<file path="config.mk">
export PLATFORM = sky130hd
export DESIGN_NAME = bin2bcd_seq
export DESIGN_NICKNAME = d
export VERILOG_FILES = /design/src/rtl/shop_pkg.sv /design/src/rtl/bcd_add3.sv /design/src/rtl/bin2bcd_seq.sv
export SDC_FILE = /design/constraint.sdc
export NUM_CORES = 1
export LEC_CHECK = 0
export ABC_AREA = 0
export ABC_CLOCK_PERIOD_IN_PS = 2400
export BUFFER_PORTS_ARGS = -buffer_cell sky130_fd_sc_hd__buf_2
export CORE_ASPECT_RATIO = 0.8
export CORE_MARGIN = 2
export CORE_UTILIZATION = 45
export DETAILED_ROUTE_END_ITERATION = 7
export HOLD_SLACK_MARGIN = 0.1
export PLACE_DENSITY = 0.65
export SYNTH_ARGS = -nofsm -noshare
export SYNTH_HDL_FRONTEND = slang
export SYNTH_SLANG_ARGS = --single-unit
</file>
<file path="constraint.sdc">
create_clock -name clk -period 2.4 [get_ports clk]
set_input_delay 0.6 -clock clk [delete_from_list [all_inputs] [get_ports clk]]
set_output_delay 0.6 -clock clk [all_outputs]
set_load 0.05 [all_outputs]
</file>
<file path="src/rtl/shop_pkg.sv">
// Shared definitions for the shop display path: converter FSM encoding and
// display-width constants.
package shop_pkg;

  typedef enum logic [1:0] {
    ST_IDLE  = 2'd0,
    ST_SHIFT = 2'd1,
    ST_DONE  = 2'd2
  } state_t;

  localparam int DISP_DIGITS = 4;

  function automatic int unsigned pow10(input int n);
    int unsigned r;
    r = 1;
    for (int i = 0; i < n; i++) r = r * 10;
    return r;
  endfunction

  localparam int unsigned MAX_BCD_VAL = pow10(DISP_DIGITS) - 1;

endpackage

</file>
<file path="src/rtl/bcd_add3.sv">
// Double-dabble digit corrector: a nibble of 5 or more gets +3 before the shift.
module bcd_add3 (
  input  logic [3:0] i_nib,
  output logic [3:0] o_nib
);

  always_comb begin
    o_nib = (i_nib >= 4'd5) ? (i_nib + 4'd3) : i_nib;
  end

endmodule

</file>
<file path="src/rtl/bin2bcd_seq.sv">
// Sequential double-dabble binary-to-BCD converter, one bit per clock, with
// leading-zero blanking and saturation to all nines on overflow.
module bin2bcd_seq
  import shop_pkg::*;
#(
  parameter int IN_W   = 14,
  parameter int DIGITS = DISP_DIGITS
) (
  input  logic                clk,
  input  logic                rst,
  input  logic                start,
  input  logic [IN_W-1:0]     bin,
  output logic                busy,
  output logic                done,
  output logic [4*DIGITS-1:0] bcd,
  output logic [DIGITS-1:0]   blank,
  output logic                overflow
);

  localparam int          BCD_W   = 4 * DIGITS;
  localparam int          CNT_W   = $clog2(IN_W + 1);
  localparam int unsigned MAX_VAL = pow10(DIGITS) - 1;

  state_t              r_state;
  state_t              w_next;
  logic [IN_W-1:0]     r_shreg;
  logic [BCD_W-1:0]    r_scratch;
  logic [BCD_W-1:0]    w_corr;
  logic [CNT_W-1:0]    r_cnt;
  logic                r_ovf_pend;
  logic [BCD_W-1:0]    r_bcd;
  logic [DIGITS-1:0]   r_blank;
  logic [DIGITS-1:0]   w_blank;
  logic                w_hi_zero;
  logic                r_ovf;
  logic                r_done;
  logic                w_accept;
  logic                w_last;

  function automatic logic [BCD_W-1:0] sat_bcd();
    return {DIGITS{4'h9}};
  endfunction

  assign w_accept = (r_state == ST_IDLE) && start;
  assign w_last   = (r_cnt == CNT_W'(1));

  for (genvar g = 0; g < DIGITS; g++) begin : g_add3
    bcd_add3 u_add3 (
      .i_nib (r_scratch[4*g +: 4]),
      .o_nib (w_corr[4*g +: 4])
    );
  end

  always_ff @(posedge clk) begin
    if (rst) r_state <= ST_IDLE;
    else     r_state <= w_next;
  end

  always_comb begin
    w_next = r_state;
    case (r_state)
      ST_IDLE:  if (start)  w_next = ST_SHIFT;
      ST_SHIFT: if (w_last) w_next = ST_DONE;
      ST_DONE:  w_next = ST_IDLE;
      default:  w_next = ST_IDLE;
    endcase
  end

  always_comb begin
    busy = (r_state == ST_SHIFT);
  end

  // Shift datapath: correct all digits from pre-correction values, then shift
  // {scratch, shreg} left so the input MSB enters scratch bit 0.
  always_ff @(posedge clk) begin
    if (w_accept) begin
      r_shreg    <= bin;
      r_scratch  <= '0;
      r_cnt      <= CNT_W'(IN_W);
      r_ovf_pend <= (32'(bin) > MAX_VAL);
    end else if (r_state == ST_SHIFT) begin
      r_scratch  <= {w_corr[BCD_W-2:0], r_shreg[IN_W-1]};
      r_shreg    <= r_shreg << 1;
      r_cnt      <= r_cnt - CNT_W'(1);
      r_ovf_pend <= r_ovf_pend | w_corr[BCD_W-1];
    end
  end

  // A digit blanks only when it and every digit above it are zero.
  always_comb begin
    w_blank   = '0;
    w_hi_zero = 1'b1;
    for (int i = DIGITS - 1; i >= 1; i--) begin
      w_hi_zero  = w_hi_zero & (r_scratch[4*i +: 4] == 4'd0);
      w_blank[i] = w_hi_zero;
    end
  end

  // Result stage: outputs only move on the done cycle, so the display never
  // sees partial scratch contents.
  always_ff @(posedge clk) begin
    if (rst) begin
      r_done  <= 1'b0;
      r_bcd   <= '0;
      r_blank <= {{(DIGITS-1){1'b1}}, 1'b0};
      r_ovf   <= 1'b0;
    end else begin
      r_done <= (r_state == ST_DONE);
      if (r_state == ST_DONE) begin
        if (r_ovf_pend) begin
          r_bcd   <= sat_bcd();
          r_blank <= '0;
          r_ovf   <= 1'b1;
        end else begin
          r_bcd   <= r_scratch;
          r_blank <= w_blank;
          r_ovf   <= 1'b0;
        end
      end
    end
  end

  assign done     = r_done;
  assign bcd      = r_bcd;
  assign blank    = r_blank;
  assign overflow = r_ovf;

endmodule

</file>
### After elaboration in Yosys (flattened, before gate mapping)

Cells that the tools add are included.

| cells by class | value |
|---|---|
| add/subtract/negate cells | 5 |
| order comparisons | 5 |
| equal/unequal tests | 5 |
| mux-type cells | 14 |
| bitwise logic cells | 3 |
| reductions and logical operators | 7 |

Operator list:

| kind | number |
|---|---|
| two-way mux 14 bit | 2 |
| two-way mux 4 bit | 5 |
| adder 4 x 2 -> 4 bit (second input constant) | 4 |
| greater-or-equal comparator 4 x 3 -> 1 bit (second input constant) | 4 |
| two-way mux 16 bit | 1 |
| > comparator 14 bit (second input constant) | 1 |
| zero test 4 bit | 3 |
| == test 4 x 1 -> 1 bit (second input constant) | 1 |
| two-way mux 2 bit | 2 |
| one-hot mux 2 bit (2 select lines) | 1 |
| subtractor 4 x 1 -> 4 bit (second input constant) | 1 |
| two-way mux 1 bit | 3 |
| bitwise AND 1 bit | 2 |
| == test 2 x 1 -> 1 bit (second input constant) | 1 |
| == test 2 bit (second input constant) | 1 |
| zero test 2 bit | 1 |
| != test 2 x 1 -> 1 bit (second input constant) | 1 |
| != test 2 bit (second input constant) | 1 |
| AND reduction 2 bit | 1 |
| nonzero test 2 bit | 1 |
| logical AND 1 bit | 1 |
| OR 1 bit | 1 |

| storage, ports and cells | value |
|---|---|
| register bits after elaboration | 59 |
| bits of input ports | 17 |
| output and inout bits | 23 |
| logic and storage cells | 48 |

### Depth between registers and ports, before layout

| depth | value |
|---|---|
| word-level depth | 5 |
| mapped depth | 6 |
| gate-level depth less buffers | 6 |

### Modules after synthesis

A second synthesis with hierarchy kept.

| unflattened totals | value |
|---|---|
| cells, all modules | 320 |
| area total of the unflattened synthesis | 2682.6 µm² |

Modules (own cells, without submodules):

| module | times used | cells each | area an instance (µm²) |
|---|---|---|---|
| bin2bcd_seq | 1 | 256 | 2277.2 |
| bcd_add3 | 4 | 16 | 101.3 |

### Worst setup path after synthesis

Ideal clock, no wire load.

| timing path | value |
|---|---|
| path kind | input to register |
| start | input port start |
| end | register r_ovf_pend (enable) |
| arrival | 1.111 ns |
| required time | 2.030 ns |
| setup slack | 0.918 ns |
| stages | 2 |
| buffers on the path | 0 |
| cell sequence | nand2_1 -> nand2_1 |

| between the ends | value |
|---|---|
| word-level cells in the longest chain between the ends | 2 |

Ends and longest elaborated chain:

| item | RTL line | RTL |
|---|---|---|
| from (decl) | bin2bcd_seq.sv:11 | `input logic start,` |
| logical AND 1 bit | bin2bcd_seq.sv:44 | `assign w_accept = (r_state == ST_IDLE) && start;` |
| nonzero test 2 bit (no line) | - |  |
| to (signal assigned) | bin2bcd_seq.sv:80 | `r_ovf_pend <= (32'(bin) > MAX_VAL);` |
| to (signal assigned) | bin2bcd_seq.sv:85 | `r_ovf_pend <= r_ovf_pend \| w_corr[BCD_W-1];` |
| to (decl) | bin2bcd_seq.sv:30 | `logic r_ovf_pend;` |

No other way between the ends.
A chain may end at the register's enable or synchronous reset.

### Worst setup path in the final report

| timing path | value |
|---|---|
| start | register r_state[1] |
| end | output port busy |

| between the ends | value |
|---|---|
| word-level cells in the longest chain between the ends | 1 |

Ends and longest elaborated chain:

| item | RTL line | RTL |
|---|---|---|
| from (decl) | bin2bcd_seq.sv:24 | `state_t r_state;` |
| from (signal assigned) | bin2bcd_seq.sv:56 | `else r_state <= w_next;` |
| == test 2 x 1 -> 1 bit | bin2bcd_seq.sv:70 | `busy = (r_state == ST_SHIFT);` |
| to (decl) | bin2bcd_seq.sv:13 | `output logic busy,` |

No other way between the ends.

==> impl_metrics.yaml <==
yosys:
  async_reset_ff_share_pct: 0
  syn-num-nets: 327
  synth.yosys.seq_area_share_pct: 49.9
  synth_top_area_cell: "dfxtp_1"
  synth_fa_ha_area_share_pct: 6.19
  synthTopCellsByArea: "dfxtp_1, edfxtp_1, nand2_1"
  syn_area_per_cell_um2: 8.84
  synth-simple-area-share_pct: 23.7
  synthDistinctLibCells: 35
  synth_common_cells: "nand2_1, dfxtp_1, a21oi_1"
  synthMuxAreaShare_pct: 1.72
  synth-xor-area-share_pct: 2.67
  synth_top_area_share_pct: 32.8
  yosysMostFrequentCell: "nand2_1"
  synth_ff_type: "dfxtp_1"
  synth_top_family_by_area: "simple AND/OR/NAND/NOR gates"
  syn-instance-count: 297
  synth_compound_area_share_pct: 10.6
  ys_ff_latch: 58
  ys.warnings.count: 0
  netlist_area_um2: 2630
  synth_edf_count: 15
sta:
  rsz0062_at_grt: "false"
  drv_slew: 0
  fin_skew_ns: 0.00914
  fmax_mhz: 491
  finalHoldViolations: 0
  slew-limit-headroom_pct: 56.7
  tns_ns: 0
  finalCritPeriodShare_pct: 84.8
  final.setup.worst_slack_ns: 0.364
  worst_pin_slew_ns: 0.648
  finalCriticalPeriod_ns: 2.04
  finalSetupViolCount: 0
power:
  p_leak_nw: 1.23
  powerDensity_nw_per_um2: 699
  peakVddDrop_uv: 457
layout:
  syn_to_final_growth_pct: 15.8
  drive_above_1_share_pct: 19.5
  final_util_pct: 54.7
  layout.nets: 364
  n_antenna_cell: 0
  multi_input_comb_area_um2: 1180
  n_fill_cell: 506
  regArea_um2: 1310
route:
  ant_nets: 0
  routed_wl_um: 5220
  vias_per_cell: 5.00
  first_pass_iters: 4
  drc: 0
  vias: 2084
  drtIter0Drc: 111
  avgRoutedWirePerCell_um: 12.5
clocking:
  cts_hold_buf: 0
  htreeDepth: 3
  post_cts_buffers: 0
  clkTransAtPathRegs_ns: 0.07
  clock_path_buffers: 2
  cts_sinks: 58
  cts_buffers: 9
  tritoncts: "yes"
  cts_resized: 0
  clk_latency_ns: 0.33
  root_buffer: "clkbuf_8"
grt:
  grt_max_degree: 28
  grt_pass1_wl_um: 8820
  grt_usage_pct: 18.1
  grt_pass1_vias: 1966
  antenna_found_initial: 0
  grt-ovfl-total: 0
worst_setup_path:
  critPathMaxStageDelay_ns: 0.33
  critPathArrivalTime_ns: 1.44
  crit_type: "reg2out"
  crit_chain: "nand2b_1 -> inv_2 -> buf_2"
  critPathMaxFanout: 11
  end_kind: "output pin"
  worst-path-buf-inv: 2
  critPathRequiredTime_ns: 1.80
  crit_family: "buffers and inverters"
  critPathLaunchType: "register"
  slowest_stage: "dfxtp_1"
floorplan:
  core_area_um2: 5560
  die_area_um2: 6470
  rows: 24
  ios: 40
  start_util_pct: 47.3
  fp.dieH_um: 72.3
  die_x_um: 89.4
placement:
  dp_hpwl_um: 3620
  place.gp.congestion: 0.753
  port_buffers: 38
  pre_cts_ws_ns: 0.729
min_path:
  hp-class: "reg2reg"
run_status:
  status: "complete, no violations"
run:
  cap_violations: 0
-- per-stage QoR --
stage          hold WS (ns)  total power, mW  area, um2  cells
2_1_floorplan         0.418             1.30       2630    297
3_3_place_gp          0.435             1.35       2860    401
3_5_place_dp          0.444             1.36       2860    401
4_1_cts               0.454             2.15       3040    417
5_1_grt               0.465             2.24       3040    417
6_report              0.452             2.12       3040    417
-- kinds of logic after synthesis --
kind of cell / after synthesis
compound gates: 51
mux: 4
simple gates: 134
flops: 58
fa+ha+maj: 13
buf+inv: 28
other cells: 1
xor+xnor: 8
-- path summary, 6_finish.rpt --
| path | startpoint | endpoint | slack (ns) | depth (start not counted) |
|---|---|---|---|---|
| worst max-delay path | r_state[1] | busy | 0.36 | 3 |
| worst min-delay path | bcd[1] | bcd[1] | 0.45 | 2 |
| worst max register to register | r_scratch[8] | r_scratch[10] | 0.82 | 6 |
| worst min register to register | bcd[1] | bcd[1] | 0.45 | 2 |
-- cell usage in the layout, fill, tap and decap left out, types with 3 or more instances in the layout --
cell type,count
a21oi_1,21
clkbuf_8,10
inv_1,10
nand3b_1,4
nor3_1,17
or3_1,4
nand3_1,12
buf_4,5
nand2_1,62
edfxtp_1,15
xor2_1,3
nand2b_1,6
xnor2_1,5
o32ai_1,3
ha_1,13
buf_2,38
o21ai_1,15
o21ai_0,8
nor2_1,19
dfxtp_1,43
-- layer usage --
layer  up-vias  part of all wire, %  track usage (%)
met3         6                  5.7             6.60
met1       957                   47             22.3
met4         0                 0.98             7.79
li1       1078                    -                -
met2        43                   46             28.6
met5         -                    0                0
-- worst reg2reg max path, stage by stage, from the launching register on --
cell and delay [ns]:
dfxtp_1 0.36, inv_1 0.13, ha_1 0.21, nand2b_1 0.07, a21oi_1 0.29, mux2_1 0.36
o21ai_1 0.10
-- layout make-up --
class / instances / area share (%)
sequential: 58 / 43.1
clock buffer: 10 / 4.53
tap: 78 / 3.21
timing repair buffer: 43 / 7.49
multi-input combinational: 211 / 38.9
clock inverter: 6 / 1.40
inverter: 11 / 1.36
-- sequential cells by signal, indices dropped and copies added (netlist names) --
name / count
bcd: 16
r_scratch: 16
r_shreg: 14
r_cnt: 4
blank: 3
r_state: 2
done: 1
overflow: 1
r_ovf_pend: 1
-- power breakdown --
part | switching (mW) | internal [mW]
Clock | 0.389 | 0.401
Combinational | 0.135 | 0.0792
Sequential | 0.0468 | 1.07
Note: power is estimated with default switching activity, not from simulation.
